==> src/rtl/fpnew_noncomp_outbuf.sv <==
// fpnew_noncomp_outbuf: boxing result FIFO behind the non-computational FP slice.
// Define FPNEW_NONCOMP_FFLAGS_ACC_EN to add sticky exception flag accumulation.
module fpnew_noncomp_outbuf #(
  parameter int unsigned Width    = 32,
  parameter int unsigned RegWidth = 64,
  parameter int unsigned Depth    = 2,
  parameter type         TagType  = logic,
  parameter type         AuxType  = logic
) (
  input  logic                clk_i,
  input  logic                rst_ni,
  input  logic [Width-1:0]    result_i,
  input  logic [4:0]          status_i,
  input  logic                extension_bit_i,
  input  TagType              tag_i,
  input  AuxType              aux_i,
  input  logic                in_valid_i,
  output logic                in_ready_o,
  input  logic                flush_i,
  output logic [RegWidth-1:0] result_o,
  output logic [4:0]          status_o,
  output TagType              tag_o,
  output AuxType              aux_o,
  output logic                out_valid_o,
  input  logic                out_ready_i,
  output logic                busy_o
`ifdef FPNEW_NONCOMP_FFLAGS_ACC_EN
  ,
  output logic [4:0]          fflags_o,
  input  logic                fflags_clr_i
`endif
);
  localparam int unsigned PtrW = (Depth > 1) ? $clog2(Depth) : 1;
  localparam int unsigned CntW = $clog2(Depth + 1);
  typedef struct packed {
    logic [RegWidth-1:0] result;
    logic [4:0]          status;
    TagType              tag;
    AuxType              aux;
  } entry_t;
  entry_t              mem_q [Depth];
  entry_t              wr_entry, head;
  logic [RegWidth-1:0] boxed;
  logic [PtrW-1:0]     wptr_q, wptr_d, rptr_q, rptr_d;
  logic [CntW-1:0]     cnt_q, cnt_d;
  logic                push, pop;
  if (RegWidth > Width) begin : g_box
    assign boxed = {{(RegWidth-Width){extension_bit_i}}, result_i};
  end else begin : g_nobox
    assign boxed = result_i;
  end
  // Ready comes from the registered count only, so out_ready_i never reaches the slice.
  always_comb begin
    in_ready_o  = cnt_q < CntW'(Depth);
    out_valid_o = cnt_q != '0;
    busy_o      = cnt_q != '0;
    push        = in_valid_i && in_ready_o && !flush_i;
    pop         = out_valid_o && out_ready_i && !flush_i;
    wr_entry    = '{result: boxed, status: status_i, tag: tag_i, aux: aux_i};
    head        = out_valid_o ? mem_q[rptr_q] : '0;
    wptr_d      = flush_i ? '0 : push ? (wptr_q == PtrW'(Depth-1) ? '0 : wptr_q + PtrW'(1)) : wptr_q;
    rptr_d      = flush_i ? '0 : pop ? (rptr_q == PtrW'(Depth-1) ? '0 : rptr_q + PtrW'(1)) : rptr_q;
    cnt_d       = flush_i ? '0 : cnt_q + CntW'(push) - CntW'(pop);
  end
  assign result_o = head.result;
  assign status_o = head.status;
  assign tag_o    = head.tag;
  assign aux_o    = head.aux;
  always_ff @(posedge clk_i or negedge rst_ni) begin
    if (!rst_ni) begin
      wptr_q <= '0;
      rptr_q <= '0;
      cnt_q  <= '0;
    end else begin
      wptr_q <= wptr_d;
      rptr_q <= rptr_d;
      cnt_q  <= cnt_d;
    end
  end
  always_ff @(posedge clk_i) begin
    if (push) mem_q[wptr_q] <= wr_entry;
  end
`ifdef FPNEW_NONCOMP_FFLAGS_ACC_EN
  logic [4:0] fflags_q, fflags_d;
  // A clear coinciding with a pop keeps the popped status rather than dropping it.
  always_comb begin
    fflags_d = fflags_clr_i ? (pop ? head.status : 5'b0) : (pop ? fflags_q | head.status : fflags_q);
  end
  always_ff @(posedge clk_i or negedge rst_ni) begin
    if (!rst_ni) fflags_q <= '0;
    else fflags_q <= fflags_d;
  end
  assign fflags_o = fflags_q;
`endif
endmodule

==> config.mk <==
export PLATFORM = sky130hd
export DESIGN_NAME = fpnew_noncomp_outbuf
export DESIGN_NICKNAME = d
export VERILOG_FILES = /design/src/rtl/fpnew_noncomp_outbuf.sv
export SDC_FILE = /design/constraint.sdc
export NUM_CORES = 1
export LEC_CHECK = 0
export ABC_AREA = 1
export BUFFER_PORTS_ARGS = -buffer_cell sky130_fd_sc_hd__buf_2
export CAP_MARGIN = 15
export CELL_PAD_IN_SITES_DETAIL_PLACEMENT = 1
export CELL_PAD_IN_SITES_GLOBAL_PLACEMENT = 1
export CORE_UTILIZATION = 41
export CTS_CLUSTER_SIZE = 16
export DETAILED_ROUTE_END_ITERATION = 10
export GPL_TIMING_DRIVEN = 0
export PLACE_DENSITY_LB_ADDON = 0.15
export SYNTH_ARGS = -nofsm -noshare
export SYNTH_HDL_FRONTEND = slang
export SYNTH_SLANG_ARGS = --single-unit
==> constraint.sdc <==
create_clock -name clk_i -period 6.7 [get_ports clk_i]
set_input_delay 1.34 -clock clk_i [delete_from_list [all_inputs] [get_ports clk_i]]
set_output_delay 1.34 -clock clk_i [all_outputs]
set_load 0.01 [all_outputs]
==> flow_metrics.tcl, run 1 <==
set metrics [dict create \
    status "finished with violations" \
    violations "DRC" \
    dieArea_um2 8780 \
    crit_required_ns 5.36 \
    synth_top_area_share_pct 69.7 \
    hold_end "wptr_q" \
    synthToLayoutAreaGrowth_pct 29.3 \
    cp.arrival_ns 2.32 \
    setup_ws_ns 3.04 \
    critPathLaunch "rptr_q" \
    power_mw 1.25 \
    yosys-top-cells-count "85 x nand2_1, 80 x edfxtp_1, 41 x a21oi_1" \
    cts_sinks 84 \
    synth-edff-count 80 \
    synth_top_family_by_area "simple AND/OR/NAND/NOR gates" \
    synth_compound_area_share_pct 6.13 \
    synth_area_um2 3450 \
    critPathMaxStageDelay_ns 0.49 \
    syn-num-nets 324 \
    gp_congestion 0.699 \
    crit_family "buffers and inverters" \
    power_density_nw_per_um2 281 \
    cts_setup_buffers 0 \
    post-route-cell-area_um2 4460 \
    avgSynthCellArea_um2 12.4 \
    syn_inst 278 \
    initial_utilization_pct 42.2 \
    grt_pass1_vias 2520 \
    fin_cells 522 \
    cts-root-buf "clkbuf_8" \
    placed_area_um2 4280 \
    n_antenna_cell 0 \
    totalWireLength_um 7660 \
    tritoncts "yes" \
    min-delay-start "wptr_q" \
    max_cap_viol_count 0 \
    r2r-start "cnt_q[1]" \
    finClkSkew_ns 0.00913 \
    synth_cell_types 17 \
    p_leak_nw 1.99 \
    hp-class "reg2reg" \
    synthArstFlopShare_pct 4.76 \
    drive_gt1_share_pct 43.9 \
    nets 459 \
    dr.first_iter.drc_count 113 \
    fin_crit_sh_pct 54.7 \
    yosysMostFrequentCell "nand2_1" \
    synth_seq_area_share_pct 72.6 \
    worst-path-buf-inv 5 \
    place_hpwl_um 5520 \
    ys_ff_latch 84 \
    critPathMaxFanout 19 \
    vias_per_cell 4.75 \
    overflow 0 \
    numCtsBuffers 9 \
    worst_slew_pin_slew_ns 0.724 \
    crit_type "reg2out" \
    synth_top_cell_by_area "edfxtp_1" \
    final_core_util_pct 54.5 \
    synth_fa_ha_area_share_pct 0.363 \
    critPathCaptureType "primary output" \
    cts_hold_buf 0 \
    drtAntennaViolNets 0 \
    ir_drop_uv 172 \
    ys_top_cells_by_area "edfxtp_1 70%, nand2_1 9.3%, buf_4 7.0%" \
    numPlacedInstances 507 \
    h-tree-depth 3 \
    antenna_found_initial 0 \
    reg2reg_depth 4 \
    dp_worst_setup_slack_ns 3.32 \
    max_freq_mhz 273 \
    yosys_most_used_dff "edfxtp_1" \
    relSlewSlack_pct 51.6 \
    fp.dieW_um 93.7 \
    fillCellCount 910 \
    start_kind "flip-flop" \
    rsz0062_at_grt "no" \
    avgRoutedWirePerCell_um 14.7 \
    fin_hold_ws_ns 0.581 \
    via_count 2479 \
    synth-simple-area-share_pct 11.1 \
    io_buffers 118 \
    multi_input_area_um2 631 \
    grt_first_pass_wirelength_um 12100 \
    grt_max_degree 22 \
    period_minus_slack_ns 3.66 \
    holdPathStages 1 \
    synthMuxAreaShare_pct 0 \
    r2r-end "mem_q[0][16]" \
    dr.pass1.iters 7 \
    synth_xor_xnor_area_share_pct 0.254 \
    slew_viol_final 0 \
    clock_latency_ns 0.35 \
    io_pins 119 \
    r2r_setup_slack_ns 4.73 \
    clockBufferDepth 2 \
    clk_pin_slew_worst_paths_ns 0.08 \
    chipHeight_um 93.7 \
    fp-row-count 33 \
    grt_use_total_pct 18.7 \
    cts_resized 0 \
    tns_ns 0 \
    synth_warnings 0 \
    cp_cell_sequence "buf_2 > clkbuf_1 > nand2_1 > a21oi_2 > buf_8 > buf_4 > buf_2" \
    regArea_um2 2500 \
    hold_viol_final 0 \
    drc 2 \
    crit_cells 7 \
    cp_slowest_cell "a21oi_2" \
    setup_viol 0 \
    core-area_um2 8180 \
    crit_path_frequent_cell "buf_2" \
]
==> how the worst max path moves through the flow <==
stage | end | slack (ns)
2_1_floorplan | mem_q[1][0] | 1.96
3_3_place_gp | mem_q[1][22] | 0.11
5_1_grt | result_o[49] | 2.80
3_5_place_dp | result_o[49] | 3.32
4_1_cts | result_o[49] | 2.93
6_report | result_o[49] | 3.04
==> routing by layer <==
| metal | GRT usage (%) | vias to the layer above | share of wire (%) | wire [um] |
|---|---|---|---|---|
| met3 | 4.45 | 9 | 6.0 | 462 |
| met1 | 22.2 | 1191 | 40 | 3080 |
| met5 | 0 | - | 0 | 0 |
| met2 | 32.3 | 89 | 52 | 4000 |
| met4 | 8.33 | 0 | 1.5 | 117 |
| li1 | - | 1190 | - | - |
==> state kept, by name (all words and copies together), names as in the netlist <==
name,flops
mem_q,80
rptr_q,1
wptr_q,1
cnt_q,2
==> kinds of logic after synthesis <==
logic type,count (synthesis)
AND/OR/NAND/NOR,97
AO/OA/AOI/OAI,42
adder cells (fa/ha/maj),1
XOR/XNOR,1
flip-flops,84
buffers and inverters,53
==> cell usage in the layout, fill, tap and decap left out, types with 2 or more instances in the layout <==
cell type   count
nor2_1          4
nand2_1        85
buf_8           2
a21oi_1        40
inv_1           8
edfxtp_1       80
buf_2         127
clkbuf_1        5
clkinvlp_4      2
buf_4          32
nor3_1          2
buf_6           3
nor2_4          2
dfrtp_1         4
clkbuf_8        9
==> cell type report <==
cell class | instances | area share (%)
Clock inverter | 5 | 1.21
Inverter | 8 | 0.674
Multi-Input combinational cell | 141 | 14.1
Timing Repair Buffer | 124 | 15.3
Sequential cell | 84 | 56.1
Buffer | 45 | 6.74
Tap cell | 105 | 2.95
Clock buffer | 10 | 2.86
==> power breakdown <==
group	switching [mW]	internal, mW
logic	0.170	0.129
clock network	0.170	0.168
registers	0.00938	0.604
total	0.350	0.901
==> worst register-to-register path, cell delays in order, from the launching register on <==
cell	delay (ns)
dfrtp_1	0.48
nor2_1	0.19
nand2_1	0.16
nor2_4	0.59
buf_16	0.25
Power figures use the tool's default switching activity.
==> inputs of run 2 (changes only) <==
--- a/config.mk
+++ b/config.mk
@@ -10,7 +10,7 @@
 export CAP_MARGIN = 15
 export CELL_PAD_IN_SITES_DETAIL_PLACEMENT = 1
 export CELL_PAD_IN_SITES_GLOBAL_PLACEMENT = 1
-export CORE_UTILIZATION = 41
+export CORE_UTILIZATION = 35
 export CTS_CLUSTER_SIZE = 16
 export DETAILED_ROUTE_END_ITERATION = 10
 export GPL_TIMING_DRIVEN = 0
==> constraint.sdc (replaced) <==
create_clock -name clk_i -period 3.32 [get_ports clk_i]
set_input_delay 0.664 -clock clk_i [delete_from_list [all_inputs] [get_ports clk_i]]
set_output_delay 0.664 -clock clk_i [all_outputs]
set_load 0.01 [all_outputs]
==> run 2 against run 1 <==
  * Critical path depth unchanged
  * Total power increased by 110%
  * First-iteration DRC count decreased by 12%
  * Count of clock-buffer cells in the layout increased by 1
  * Flip-flop and latch count unchanged
  * Combinational power increased by 100%
  * Register-to-register slack got worse by 3.4 ns
  * Largest cell class unchanged
  * Sequential power increased by 100%
  * The run now ends clean
  * Global-route usage decreased by 3.1 points
  * Critical path type unchanged
  * Sequential share of layout area decreased by 0.68 points
==> flow_metrics.tcl, run 2 (synthesized netlist as in run 1, its figures left out) <==
set metrics [dict create \
    initial_utilization_pct 36.8 \
    io_buffers 118 \
    vias_per_cell 4.43 \
    dr.first_iter.drc_count 99 \
    r2r-start "cnt_q[1]" \
    cp.arrival_ns 2.34 \
    regMostFlops "mem_q" \
    cp_cell_sequence "buf_2 > clkbuf_1 > nand2_1 > a21oi_2 > buf_8 > buf_4 > buf_2" \
    grt_use_total_pct 15.6 \
    avgRoutedWirePerCell_um 13.8 \
    io_pins 119 \
    core-area_um2 9370 \
    slew_viol_final 0 \
    p_clk_share_pct 29.4 \
    crit_path_frequent_cell "buf_2" \
    gp_congestion 0.645 \
    r2r-end "mem_q[0][13]" \
    switchingPower_uw 709 \
    fp.dieW_um 101 \
    intPower_mw 1.90 \
    fin_crit_sh_pct 90.4 \
    crit_cells 7 \
    synthToLayoutAreaGrowth_pct 30.9 \
    cts_sinks 84 \
    tritoncts "yes" \
    ir_drop_uv 288 \
    dieArea_um2 10200 \
    relSlewSlack_pct 53.2 \
    largestRegisters "mem_q: 80 flops, cnt_q: 2 flops" \
    clk_pin_slew_worst_paths_ns 0.08 \
    crit_type "reg2out" \
    largest_reg_flops 80 \
    cts-root-buf "clkbuf_8" \
    final_cell_mix "127 x buf_2, 85 x nand2_1, 80 x edfxtp_1" \
    r2r_setup_slack_ns 1.38 \
    via_count 2411 \
    clock_latency_ns 0.34 \
    fp-row-count 35 \
    power_density_nw_per_um2 578 \
    h-tree-depth 3 \
    rsz0062_at_grt "no" \
    numPlacedInstances 529 \
    setup_ws_ns 0.319 \
    numCtsBuffers 9 \
    fin_cells 544 \
    p_leak_nw 1.99 \
    hp-class "in2async" \
    max_cap_viol_count 0 \
    critPathMaxStageDelay_ns 0.49 \
    crit_required_ns 2.66 \
    fillCellCount 1045 \
    totalWireLength_um 7530 \
    grt_first_pass_wirelength_um 11900 \
    worst-path-buf-inv 5 \
    layout_commonest_cell "buf_2" \
    cp_slowest_cell "a21oi_2" \
    critPathCaptureType "primary output" \
    dp_worst_setup_slack_ns 0.605 \
    comb_power_share_pct 23.2 \
    p_sw_share_pct 27.2 \
    max_freq_mhz 333 \
    crit_family "buffers and inverters" \
    grt_pass1_vias 2477 \
    start_kind "flip-flop" \
    cts_resized 0 \
    n_antenna_cell 0 \
    cts_hold_buf 0 \
    period_minus_slack_ns 3.00 \
    drive_gt1_share_pct 43.6 \
    chipHeight_um 101 \
    antenna_found_initial 1 \
    reg2reg_depth 4 \
    dr.pass1.iters 4 \
    seq_power_share_pct 47.4 \
    hold_viol_final 0 \
    critPathMaxFanout 19 \
    grt_max_degree 22 \
    status "finished clean" \
    setup_viol 0 \
    drc 0 \
    place_hpwl_um 5300 \
    overflow 0 \
    clockBufferDepth 2 \
    fin_hold_ws_ns 0.120 \
    worst_slew_pin_slew_ns 0.701 \
    finClkSkew_ns 0.00589 \
    cts_setup_buffers 0 \
    drtAntennaViolNets 0 \
    nets 457 \
]
## run 2: changes by cell type in the layout (fill, tap and decap cells not counted), sizes merged
cell    before  now
clkbuf      14   15
clkinv       2    0
bufinv       1    2
buf        165  163
## run 2: power by group through the flow
stage	Combinational (mW)	Clock, mW	Sequential, mW
after global routing	0.679	0.820	1.24
after floorplan	0.361	0	1.26
after CTS	0.624	0.789	1.24
after detailed placement	0.621	0	1.26
final	0.604	0.768	1.24
after global placement	0.596	0	1.26
## run 2: how the worst max path moves through the flow
| stage | start | end | slack [ns] |
|---|---|---|---|
| after global routing | rptr_q | result_o[46] | 0.08 |
| after detailed placement | rptr_q | result_o[36] | 0.60 |
| after CTS | rptr_q | result_o[36] | 0.22 |
| after global placement | flush_i | mem_q[0][20] | -0.92 |
| final | rptr_q | result_o[36] | 0.32 |
| after floorplan | rptr_q | result_o[33] | 0.25 |
## run 2: routing by layer
layer	wire [um]	global-route usage (%)	share of wire, %	up-vias
met5	13	0	0.17	-
li1	-	-	-	1181
met3	480	4.49	6.4	8
met4	74	5.13	0.98	2
met1	3200	18.5	42	1124
met2	3760	27.3	50	96
## run 2: area by class of cell
| cell class | instances | area, um^2 | share of cell area, % |
|---|---|---|---|
| flip-flops and latches | 84 | 2500 | 55.4 |
| repair buffers | 122 | 676 | 15.0 |
| multi-input cells | 141 | 637 | 14.1 |
| clock inverters | 4 | 75.1 | 1.66 |
| inverters | 8 | 30.0 | 0.665 |
| clock buffers | 11 | 131 | 2.91 |
| well taps | 129 | 161 | 3.58 |
| plain buffers | 45 | 300 | 6.65 |
## run 2: metrics by stage
step	utilization, %	total power, mW	cell area, um^2	setup TNS (ns)
floorplan	-	1.62	3450	0
global placement	44.9	1.86	4200	-69.47
detailed placement	46.0	1.88	4310	0
CTS	48.2	2.65	4510	0
global route	48.2	2.74	4510	0
finish	48.2	2.61	4510	0
==> inputs of run 3 (changes only) <==
--- a/config.mk
+++ b/config.mk
@@ -8,7 +8,7 @@
 export ABC_AREA = 1
 export BUFFER_PORTS_ARGS = -buffer_cell sky130_fd_sc_hd__buf_2
 export CAP_MARGIN = 15
-export CELL_PAD_IN_SITES_DETAIL_PLACEMENT = 1
+export CELL_PAD_IN_SITES_DETAIL_PLACEMENT = 0
 export CELL_PAD_IN_SITES_GLOBAL_PLACEMENT = 1
 export CORE_UTILIZATION = 35
 export CTS_CLUSTER_SIZE = 16
==> run 3 against run 2 <==
  * Fmax rose by 0.26%
  * Die area did not move
  * Sequential share of layout area rose by 0.31 points
  * Clock power fell by 12%
  * Register-to-register slack improved by 0.03 ns
  * Global-route usage fell by 1.6 points
  * Setup slack improved by 0.0078 ns
  * Count of clock-buffer cells in the layout fell by 1
  * Worst hold slack improved by 0.0077 ns
  * Via count fell by 3.0%
  * Non-clock buffer count did not move
  * Critical endpoint unchanged
  * Largest cell class unchanged
  * Highest routed layer is now met4
==> flow_metrics.tcl, run 3 (synthesized netlist as in run 1, its figures left out) <==
set metrics [dict create \
    status "finished clean" \
    critPathLaunch "rptr_q" \
    tritoncts "yes" \
    multi_input_area_um2 637 \
    critPathMaxFanout 19 \
    io_pins 119 \
    p_leak_nw 1.98 \
    grt_pass1_vias 2223 \
    drive_gt1_share_pct 43.6 \
    cts_setup_buffers 0 \
    io_buffers 118 \
    final_cell_mix "127 x buf_2, 85 x nand2_1, 80 x edfxtp_1" \
    rsz0062_at_grt "no" \
    p_clk_share_pct 26.9 \
    reg2reg_depth 4 \
    grt_use_total_pct 14.0 \
    via_count 2339 \
    p_sw_share_pct 27.5 \
    cts-root-buf "clkbuf_8" \
    r2r-end "mem_q[0][19]" \
    fp-row-count 35 \
    finClkSkew_ns 0.00826 \
    place_hpwl_um 4620 \
    fillCellCount 898 \
    hp-class "in2async" \
    switchingPower_uw 690 \
    r2r-start "cnt_q[1]" \
    largest_reg_flops 80 \
    cts_sinks 84 \
    post-route-cell-area_um2 4490 \
    crit_required_ns 2.66 \
    antenna_found_initial 0 \
    numCtsBuffers 9 \
    cp.arrival_ns 2.33 \
    critPathCaptureType "primary output" \
    hold_viol_final 0 \
    cts_hold_buf 0 \
    synthToLayoutAreaGrowth_pct 30.2 \
    start_kind "flip-flop" \
    relSlewSlack_pct 53.1 \
    max_cap_viol_count 0 \
    drc 0 \
    final_core_util_pct 47.9 \
    slew_viol_final 0 \
    nets 457 \
    setup_ws_ns 0.327 \
    r2r_setup_slack_ns 1.41 \
    dr.pass1.iters 4 \
    core-area_um2 9370 \
    chipHeight_um 101 \
    n_antenna_cell 0 \
    totalWireLength_um 6830 \
    ir_drop_uv 214 \
    dr.first_iter.drc_count 54 \
    clock_latency_ns 0.34 \
    setup_viol 0 \
    regArea_um2 2500 \
    overflow 0 \
    grt_max_degree 22 \
    period_minus_slack_ns 2.99 \
    drtAntennaViolNets 0 \
    largestRegisters "mem_q: 80 flops, cnt_q: 2 flops" \
    vias_per_cell 4.30 \
    avgRoutedWirePerCell_um 12.5 \
    worst_slew_pin_slew_ns 0.701 \
    regMostFlops "mem_q" \
    layout_commonest_cell "buf_2" \
    dieArea_um2 10200 \
    grt_first_pass_wirelength_um 10600 \
    h-tree-depth 3 \
    clockBufferDepth 2 \
    crit_type "reg2out" \
    endpoint "result_o[36]" \
    comb_power_share_pct 23.9 \
    max_freq_mhz 334 \
    clk_pin_slew_worst_paths_ns 0.07 \
    gp_congestion 0.645 \
    fin_crit_sh_pct 90.2 \
    cts_resized 0 \
    seq_power_share_pct 49.2 \
    fp.dieW_um 101 \
    power_density_nw_per_um2 559 \
    intPower_mw 1.82 \
    placed_area_um2 4310 \
    dp_worst_setup_slack_ns 0.614 \
    initial_utilization_pct 36.8 \
]
## run 3: worst min path at each step
stage / from / to / slack (ns)
floorplan: rst_ni / cnt_q[0] / 0.37
global placement: wptr_q / wptr_q / 0.47
detailed placement: rst_ni / cnt_q[1] / 0.49
CTS: rst_ni / rptr_q / 0.11
global route: rst_ni / rptr_q / 0.11
finish: rst_ni / rptr_q / 0.13
## run 3: routing by layer
| metal | GRT usage (%) | vias to the layer above | wire length (um) |
|---|---|---|---|
| met1 | 16.9 | 1051 | 2950 |
| li1 | - | 1182 | - |
| met3 | 4.69 | 10 | 547 |
| met5 | 0 | - | 0 |
| met4 | 6.80 | 0 | 116 |
| met2 | 22.6 | 96 | 3220 |
## run 3: area by class of cell
type	count	share of cell area [%]
inverter	8	0.669
clock inverter	5	1.20
multi-input combinational	141	14.2
timing repair buffer	122	15.1
buffer	45	6.69
tap	129	3.60
sequential	84	55.8
clock buffer	10	2.84
## run 3: per-stage QoR
| step | hold slack (ns) | instances | power (mW) | setup TNS (ns) |
|---|---|---|---|---|
| after floorplan | 0.368 | 278 | 1.62 | 0 |
| after global placement | 0.475 | 525 | 1.86 | -69.47 |
| after CTS | 0.108 | 544 | 2.55 | 0 |
| after detailed placement | 0.487 | 529 | 1.87 | 0 |
| after global routing | 0.107 | 544 | 2.65 | 0 |
| final | 0.128 | 544 | 2.51 | 0 |
## run 3: critical path, cell delays in order, from the launching register on
cell and delay [ns]:
dfrtp_1 0.32, buf_2 0.15, clkbuf_1 0.44, nand2_1 0.13, a21oi_2 0.49, buf_8 0.23
buf_4 0.11, buf_2 0.11
## run 3: power groups by stage
stage / sequential (mW) / combinational (mW) / clock [mW]
2_1_floorplan: 1.26 / 0.361 / 0
3_3_place_gp: 1.26 / 0.596 / 0
3_5_place_dp: 1.26 / 0.613 / 0
4_1_cts: 1.24 / 0.615 / 0.697
5_1_grt: 1.24 / 0.673 / 0.737
6_report: 1.24 / 0.599 / 0.674
